**src/rtl/wb_cmd_master.sv**
```systemverilog
// wb_cmd_master: Wishbone classic single-transfer initiator.
// Accepts one command on a valid/ready port, runs one read or write on the
// Wishbone bus, and returns data plus a timeout flag on a valid/ready
// response port. A watchdog ends any cycle that never sees ACK.
module wb_cmd_master #(
  parameter int unsigned TIMEOUT = 255
) (
  input  logic        wb_clk_i,
  input  logic        wb_rst_i,
  input  logic        cmd_valid,
  output logic        cmd_ready,
  input  logic        cmd_we,
  input  logic [3:0]  cmd_sel,
  input  logic [31:0] cmd_adr,
  input  logic [31:0] cmd_dat,
  output logic        rsp_valid,
  input  logic        rsp_ready,
  output logic [31:0] rsp_dat,
  output logic        rsp_timeout,
  output logic        busy,
  output logic        wbm_cyc_o,
  output logic        wbm_stb_o,
  output logic        wbm_we_o,
  output logic [3:0]  wbm_sel_o,
  output logic [31:0] wbm_adr_o,
  output logic [31:0] wbm_dat_o,
  input  logic        wbm_ack_i,
  input  logic [31:0] wbm_dat_i
);

  localparam int unsigned CW = $clog2(TIMEOUT + 1);
  // Counter value on the last cycle STB may stay high.
  localparam logic [CW-1:0] CNT_LAST = CW'(TIMEOUT - 1);

  typedef enum logic [1:0] {
    IDLE = 2'd0,
    BUS  = 2'd1,
    RESP = 2'd2
  } state_t;

  state_t        state_r;
  state_t        state_next_s;
  logic [CW-1:0] cnt_r;
  logic          accept_s;
  logic          ack_done_s;
  logic          tmo_done_s;
  logic          rsp_take_s;

  // Ready only when idle and never while reset is asserted.
  assign cmd_ready = ~wb_rst_i & (state_r == IDLE);

  // Next-state decode and per-cycle event strobes.
  always_comb begin
    state_next_s = state_r;
    accept_s     = 1'b0;
    ack_done_s   = 1'b0;
    tmo_done_s   = 1'b0;
    rsp_take_s   = 1'b0;
    case (state_r)
      IDLE: begin
        if (cmd_valid && cmd_ready) begin
          accept_s     = 1'b1;
          state_next_s = BUS;
        end else begin
          state_next_s = IDLE;
        end
      end
      BUS: begin
        // ACK takes priority over the watchdog on the final cycle.
        if (wbm_ack_i) begin
          ack_done_s   = 1'b1;
          state_next_s = RESP;
        end else if (cnt_r == CNT_LAST) begin
          tmo_done_s   = 1'b1;
          state_next_s = RESP;
        end else begin
          state_next_s = BUS;
        end
      end
      RESP: begin
        if (rsp_valid && rsp_ready) begin
          rsp_take_s   = 1'b1;
          state_next_s = IDLE;
        end else begin
          state_next_s = RESP;
        end
      end
      default: begin
        state_next_s = IDLE;
      end
    endcase
  end

  // State register.
  always_ff @(posedge wb_clk_i or posedge wb_rst_i) begin
    if (wb_rst_i) begin
      state_r <= IDLE;
    end else begin
      state_r <= state_next_s;
    end
  end

  // Bus outputs, wait counter and response registers.
  always_ff @(posedge wb_clk_i or posedge wb_rst_i) begin
    if (wb_rst_i) begin
      wbm_cyc_o   <= 1'b0;
      wbm_stb_o   <= 1'b0;
      wbm_we_o    <= 1'b0;
      wbm_sel_o   <= 4'h0;
      wbm_adr_o   <= 32'h0000_0000;
      wbm_dat_o   <= 32'h0000_0000;
      rsp_valid   <= 1'b0;
      rsp_dat     <= 32'h0000_0000;
      rsp_timeout <= 1'b0;
      busy        <= 1'b0;
      cnt_r       <= '0;
    end else begin
      busy <= (state_next_s != IDLE);
      if (accept_s) begin
        wbm_we_o  <= cmd_we;
        wbm_sel_o <= cmd_sel;
        wbm_adr_o <= cmd_adr;
        wbm_dat_o <= cmd_dat;
        wbm_cyc_o <= 1'b1;
        wbm_stb_o <= 1'b1;
        cnt_r     <= '0;
      end else if (ack_done_s) begin
        rsp_dat     <= wbm_we_o ? 32'h0000_0000 : wbm_dat_i;
        rsp_timeout <= 1'b0;
        rsp_valid   <= 1'b1;
        wbm_cyc_o   <= 1'b0;
        wbm_stb_o   <= 1'b0;
      end else if (tmo_done_s) begin
        rsp_dat     <= 32'h0000_0000;
        rsp_timeout <= 1'b1;
        rsp_valid   <= 1'b1;
        wbm_cyc_o   <= 1'b0;
        wbm_stb_o   <= 1'b0;
      end else if (state_r == BUS) begin
        // Still waiting; cnt_r < CNT_LAST here so it cannot wrap.
        cnt_r <= cnt_r + CW'(1);
      end else if (rsp_take_s) begin
        rsp_valid <= 1'b0;
      end else begin
        cnt_r <= cnt_r;
      end
    end
  end

endmodule

```
**config.mk**
```make
export PLATFORM = sky130hd
export DESIGN_NAME = wb_cmd_master
export DESIGN_NICKNAME = d
export VERILOG_FILES = /design/src/rtl/wb_cmd_master.sv
export SDC_FILE = /design/constraint.sdc
export NUM_CORES = 1
export LEC_CHECK = 0
export ABC_AREA = 1
export ABC_CLOCK_PERIOD_IN_PS = 5050
export CAP_MARGIN = 20
export CORE_AREA = 5 5 131 133
export CTS_CLUSTER_SIZE = 8
export DETAILED_ROUTE_END_ITERATION = 12
export DIE_AREA = 0 0 136 138
export PLACE_DENSITY = 0.67
export SLEW_MARGIN = 0
export SYNTH_ARGS = -nofsm -noshare
export SYNTH_HDL_FRONTEND = slang
export SYNTH_SLANG_ARGS = --single-unit
```
**constraint.sdc**
```tcl
create_clock -name wb_clk_i -period 5.05 [get_ports wb_clk_i]
set_input_delay 0.505 -clock wb_clk_i [delete_from_list [all_inputs] [get_ports wb_clk_i]]
set_output_delay 0.505 -clock wb_clk_i [all_outputs]
set_load 0.005 [all_outputs]
```
Word-level counts from Yosys, hierarchy flattened --
Cells that the tools add are included.
Storage, ports and cells: bits in registers 115, output and inout bits 107, word-level logic and storage cells 62, bits of input ports 106
Operators by class: muxes and demuxes 30, bitwise logic cells 3, eq/ne operators 6, reduce and logical (&&, ||, !) cells 11, add/sub/neg operators 1
Operators by type and width (count):
- $mux W32 | 3
- $mux W8 | 4
- $mux W1 | 19
- $add A8 B1 Y8 const B | 1
- $eq A8 B8 Y1 const B | 1
- $mux W2 | 3
- $pmux W2 S3 | 1
- $reduce_and A3 Y1 | 2
- $reduce_bool A2 Y1 | 3
- $reduce_bool A3 Y1 | 2
- $ne A2 B2 Y1 const B | 2
- $ne A3 B3 Y1 const B | 1
- $eq A2 B1 Y1 const B | 1
- $eq A2 B2 Y1 const B | 1
- $logic_and A1 B1 Y1 | 2
- $logic_not A2 Y1 | 1
- $not A1 Y1 | 2
- $reduce_and A2 Y1 | 1
- $and A1 B1 Y1 | 1

Depth between registers and ports, before layout --
depth after elaboration 7, gate-level depth with buffers 10, mapped depth without buffers 9

Worst setup path after synthesis --
No wires, ideal clock.
path kind in2reg, from in wb_rst_i, to reg wbm_dat_o[10], setup time 0.116 ns, arrival time 3.971 ns, path slack 0.962 ns, path buffers 2, stages 6, required time 4.934 ns, cell sequence inv_1 nand3_2 buf_4 buf_2 nand2_1 nand2_1
Between the ends: longest elaborated chain between the ends 5
RTL lines:
- start, declared | RTL line 9 | input logic wb_rst_i,
- $not A1 Y1 | RTL line 50 | assign cmd_ready = ~wb_rst_i & (state_r == IDLE);
- $and A1 B1 Y1 | RTL line 50
- $logic_and A1 B1 Y1 | RTL line 61 | if (cmd_valid && cmd_ready) begin
- $mux W1 | RTL line 61
- $mux W1 | RTL line 59 | case (state_r)
- end signal, assigned | RTL line 123 | wbm_dat_o <= cmd_dat;
- end, declared | RTL line 26 | output logic [31:0] wbm_dat_o,
Every way passes these cells. A chain may end at the register's enable or synchronous reset.

Final worst setup path --
from in wb_rst_i, to out cmd_ready
Between the ends: longest elaborated chain between the ends 2
RTL lines:
- $not A1 Y1 | RTL line 50
- $and A1 B1 Y1 | RTL line 50
- end, declared | RTL line 11 | output logic cmd_ready,
Every way passes these cells.

==> flow_summary.yaml <==
outcome:
  outcome: "completed"
synth:
  synthDominantCellAreaShare_pct: 59.8
  synth_compound_gate_area_share_pct: 6.83
  synthAdderAreaFrac_pct: 0.520
  synth_area_um2: 4820
  yosysTopAreaCell: "dfrtp_1"
  flop_and_latch_count_out_of_synthesis: 115
  synthesis.area_per_instance_um2: 9.10
  synth_simple_gate_area_share_pct: 25.7
  synth.yosys.warnings: 0
  yosys-mux-area-fraction_pct: 0
  synth_cells: 529
  ranking_of_synthesized_cells_by_area: "dfrtp_1, nand2_1, o21ai_2"
  synth.net_count: 637
  combinational_family_with_the_most_area_after_synthesis: "simple AND/OR/NAND/NOR gates"
  post_synth_xor_area_fraction_pct: 0.182
  seq_area_frac_synth_pct: 59.8
  synthDistinctLibCells: 26
grt:
  number_of_antenna_violations_at_the_first_check_in_global_routing: 0
  first_pass_grt_wire_length_um: 21200
  grt.total_usage_pct: 14.1
  first_global_vias: 4015
  grt_overflow: 0
  largest_net_degree_at_the_start_of_global_routing: 79
sta:
  actual_transition_at_the_worst_max_transition_pin_ps: 846
  report.final.setup_viol: 0
  slew_violations: 0
  skew_ps: 4.65
  timing.final.crit_share_pct: 49.9
  achievable-frequency_mhz: 397
  worst_slew_margin_rel_pct: 43.6
  whs_ps: 475
  post_route_setup_tns_ps: 0
  finalHoldViolations: 0
  grt_setup_unrepaired: "false"
  min_period_ps: 2520
floorplan:
  dieWidth_um: 136
  core_area_um2: 15700
  i_o_pin_count: 213
  initial_core_util_pct: 30.6
  num_rows: 46
  chipHeight_um: 138
  floorplan.die_area_um2: 18800
cts:
  clk-insertion-delay-late_ps: 400
  cts.reportedPaths.clkPinSlew_ps: 50
  cts_inserted_buffers: 17
  holdBufCountCts: 0
  tritoncts_clock_tree: "yes"
  clk_root_buffer_cell: "clkbuf_16"
  post_cts_gate_resize_count: 0
  cts_setup_buffers: 0
  clock_sinks: 115
  cts_max_path_buffers: 2
  depth_of_the_cts_h_tree: 4
setup_path:
  path_class: "in2out"
  path_max_fanout: 39
  worst_r2r_startpoint: "state_r[1]$_DFF_PP0_"
  worst_setup_path_startpoint: "wb_rst_i"
  cp_data_required_time_ps: 4550
  timing.critical_path.arrival_ps: 2020
  critical_path.endpoint_type: "output port"
  setup.reg_to_reg.worst_slack_ps: 3090
  timing.critical_path.from_type: "input port"
cells_and_area:
  mostFrequentLayoutCell: "nand2_1"
  diodes: 0
  finish.utilization_pct: 48.3
  fraction_of_final_layout_cells_with_drive_strength_greater_than_1_pct: 10.6
  register_area_um2: 2880
  layout.nets: 849
  layout.filler_cells: 1503
  multi_input_comb_area_um2: 1610
  mostFrequentLayoutCells: "nand2_1, clkdlybuf4s50_1, dfrtp_1"
  layout-area-overhead-vs-synth_pct: 57.5
detailed_routing:
  postRouteWirelength_um: 13000
  drt_first_iter_violations: 151
  drc_errors: 0
  number_of_nets_with_antenna_violations_after_routing: 0
  viasPerCell: 4.19
  vias: 4055
  first_pass_iters: 4
  post_drt_wl_per_cell_um: 13.5
pwr:
  comb_power_share_pct: 37.9
  switching_power_mw: 1.27
  power_report.internal_total_mw: 2.95
  part_of_the_total_power_dissipated_in_the_clock_network_pct: 24.6
  share_seq_of_total_power_pct: 37.6
  switching_share_pct: 30.1
  p_leak_nw: 3.69
  peakVddDrop_mv: 0.218
  p_total_mw: 4.22
  power.density_nw_per_um2: 556
place:
  globalplace.congestion: 0.719
  placement.io_buffers: 212
  dp.final_hpwl_um: 9110
worst_hold_path:
  hold_path.startpoint: "wbm_dat_o[11]$_DFFE_PP0N_"
  worstHoldPathType: "reg2reg"
run:
  number_of_max_capacitance_violations_reported: 0
-- layout make-up --
class,instances,share of cell area (%)
clock buffers,24,6.22
clock inverters,6,0.429
inverters,45,2.26
multi-input cells,346,21.2
flip-flops and latches,115,37.9
well taps,216,3.56
repair buffers,216,28.4
-- sequential cells by signal, indices dropped and copies added, names as in the netlist --
name and cells:
busy 1, cnt_r 8, rsp_dat 32, rsp_timeout 1, rsp_valid 1, state_r 2
wbm_adr_o 32, wbm_dat_o 32, wbm_sel_o 4, wbm_stb_o 1, wbm_we_o 1
-- per-stage QoR --
stage / std cells / instance area (µm²) / worst slack (ps)
final: 968 / 7590 / 2530
after CTS: 968 / 7590 / 2480
after global routing: 968 / 7590 / 2330
after floorplan: 529 / 4820 / 962
after global placement: 938 / 7080 / 2340
after detailed placement: 938 / 7080 / 2320
-- cell families (layout without fill, tap and decap cells) --
kind of cell | after synthesis | count (layout)
flip-flops | 115 | 115
AND/OR/NAND/NOR | 302 | 302
buffers and inverters | 68 | 291
XOR/XNOR | 1 | 1
AO/OA/AOI/OAI | 41 | 41
adder cells (fa/ha/maj) | 2 | 2
-- power by group through the flow --
stage	registers, mW	clock network (mW)	logic, mW
after floorplan	1.61	0	0.576
after global placement	1.59	0	1.61
after detailed placement	1.59	0	1.63
after CTS	1.59	1.07	1.64
after global routing	1.65	1.12	1.76
final	1.59	1.04	1.60
-- layer usage --
layer | up-vias | GRT usage (%) | routed length [µm]
li1 | 2034 | - | -
met1 | 1873 | 18.4 | 5920
met2 | 132 | 21.6 | 5930
met3 | 16 | 5.01 | 967
met4 | 0 | 5.04 | 226
met5 | - | 0 | 0
-- worst paths after layout --
path | end | cells past startpoint
max | cmd_ready | 5
min | wbm_dat_o[11]$_DFFE_PP0N_ | 2
max reg2reg | wbm_dat_o[13]$_DFFE_PP0N_ | 6
min reg2reg | wbm_dat_o[11]$_DFFE_PP0N_ | 2
max in group asynchronous | wbm_dat_o[8]$_DFFE_PP0N_ | 4
min in group asynchronous | wbm_adr_o[16]$_DFFE_PP0N_ | 2
-- synth_stat cells, drive strengths merged --
| cell type | number |
|---|---|
| nand4 | 2 |
| o21ai | 37 |
| ha | 2 |
| xor2 | 1 |
| nand2 | 273 |
| o21a | 1 |
| buf | 18 |
| clkbuf | 5 |
| or2 | 1 |
| dfrtp | 115 |
| nor2 | 11 |
| inv | 45 |
| a21boi | 1 |
| nand3 | 15 |
| o21bai | 1 |
| a22o | 1 |
-- worst max-delay path: stages --
cell and delay (ps):
clkdlybuf4s50_1 450, inv_4 380, nand2_1 100, inv_1 70, clkdlybuf4s50_1 500
No activity file was read; power rests on OpenSTA's default activity.
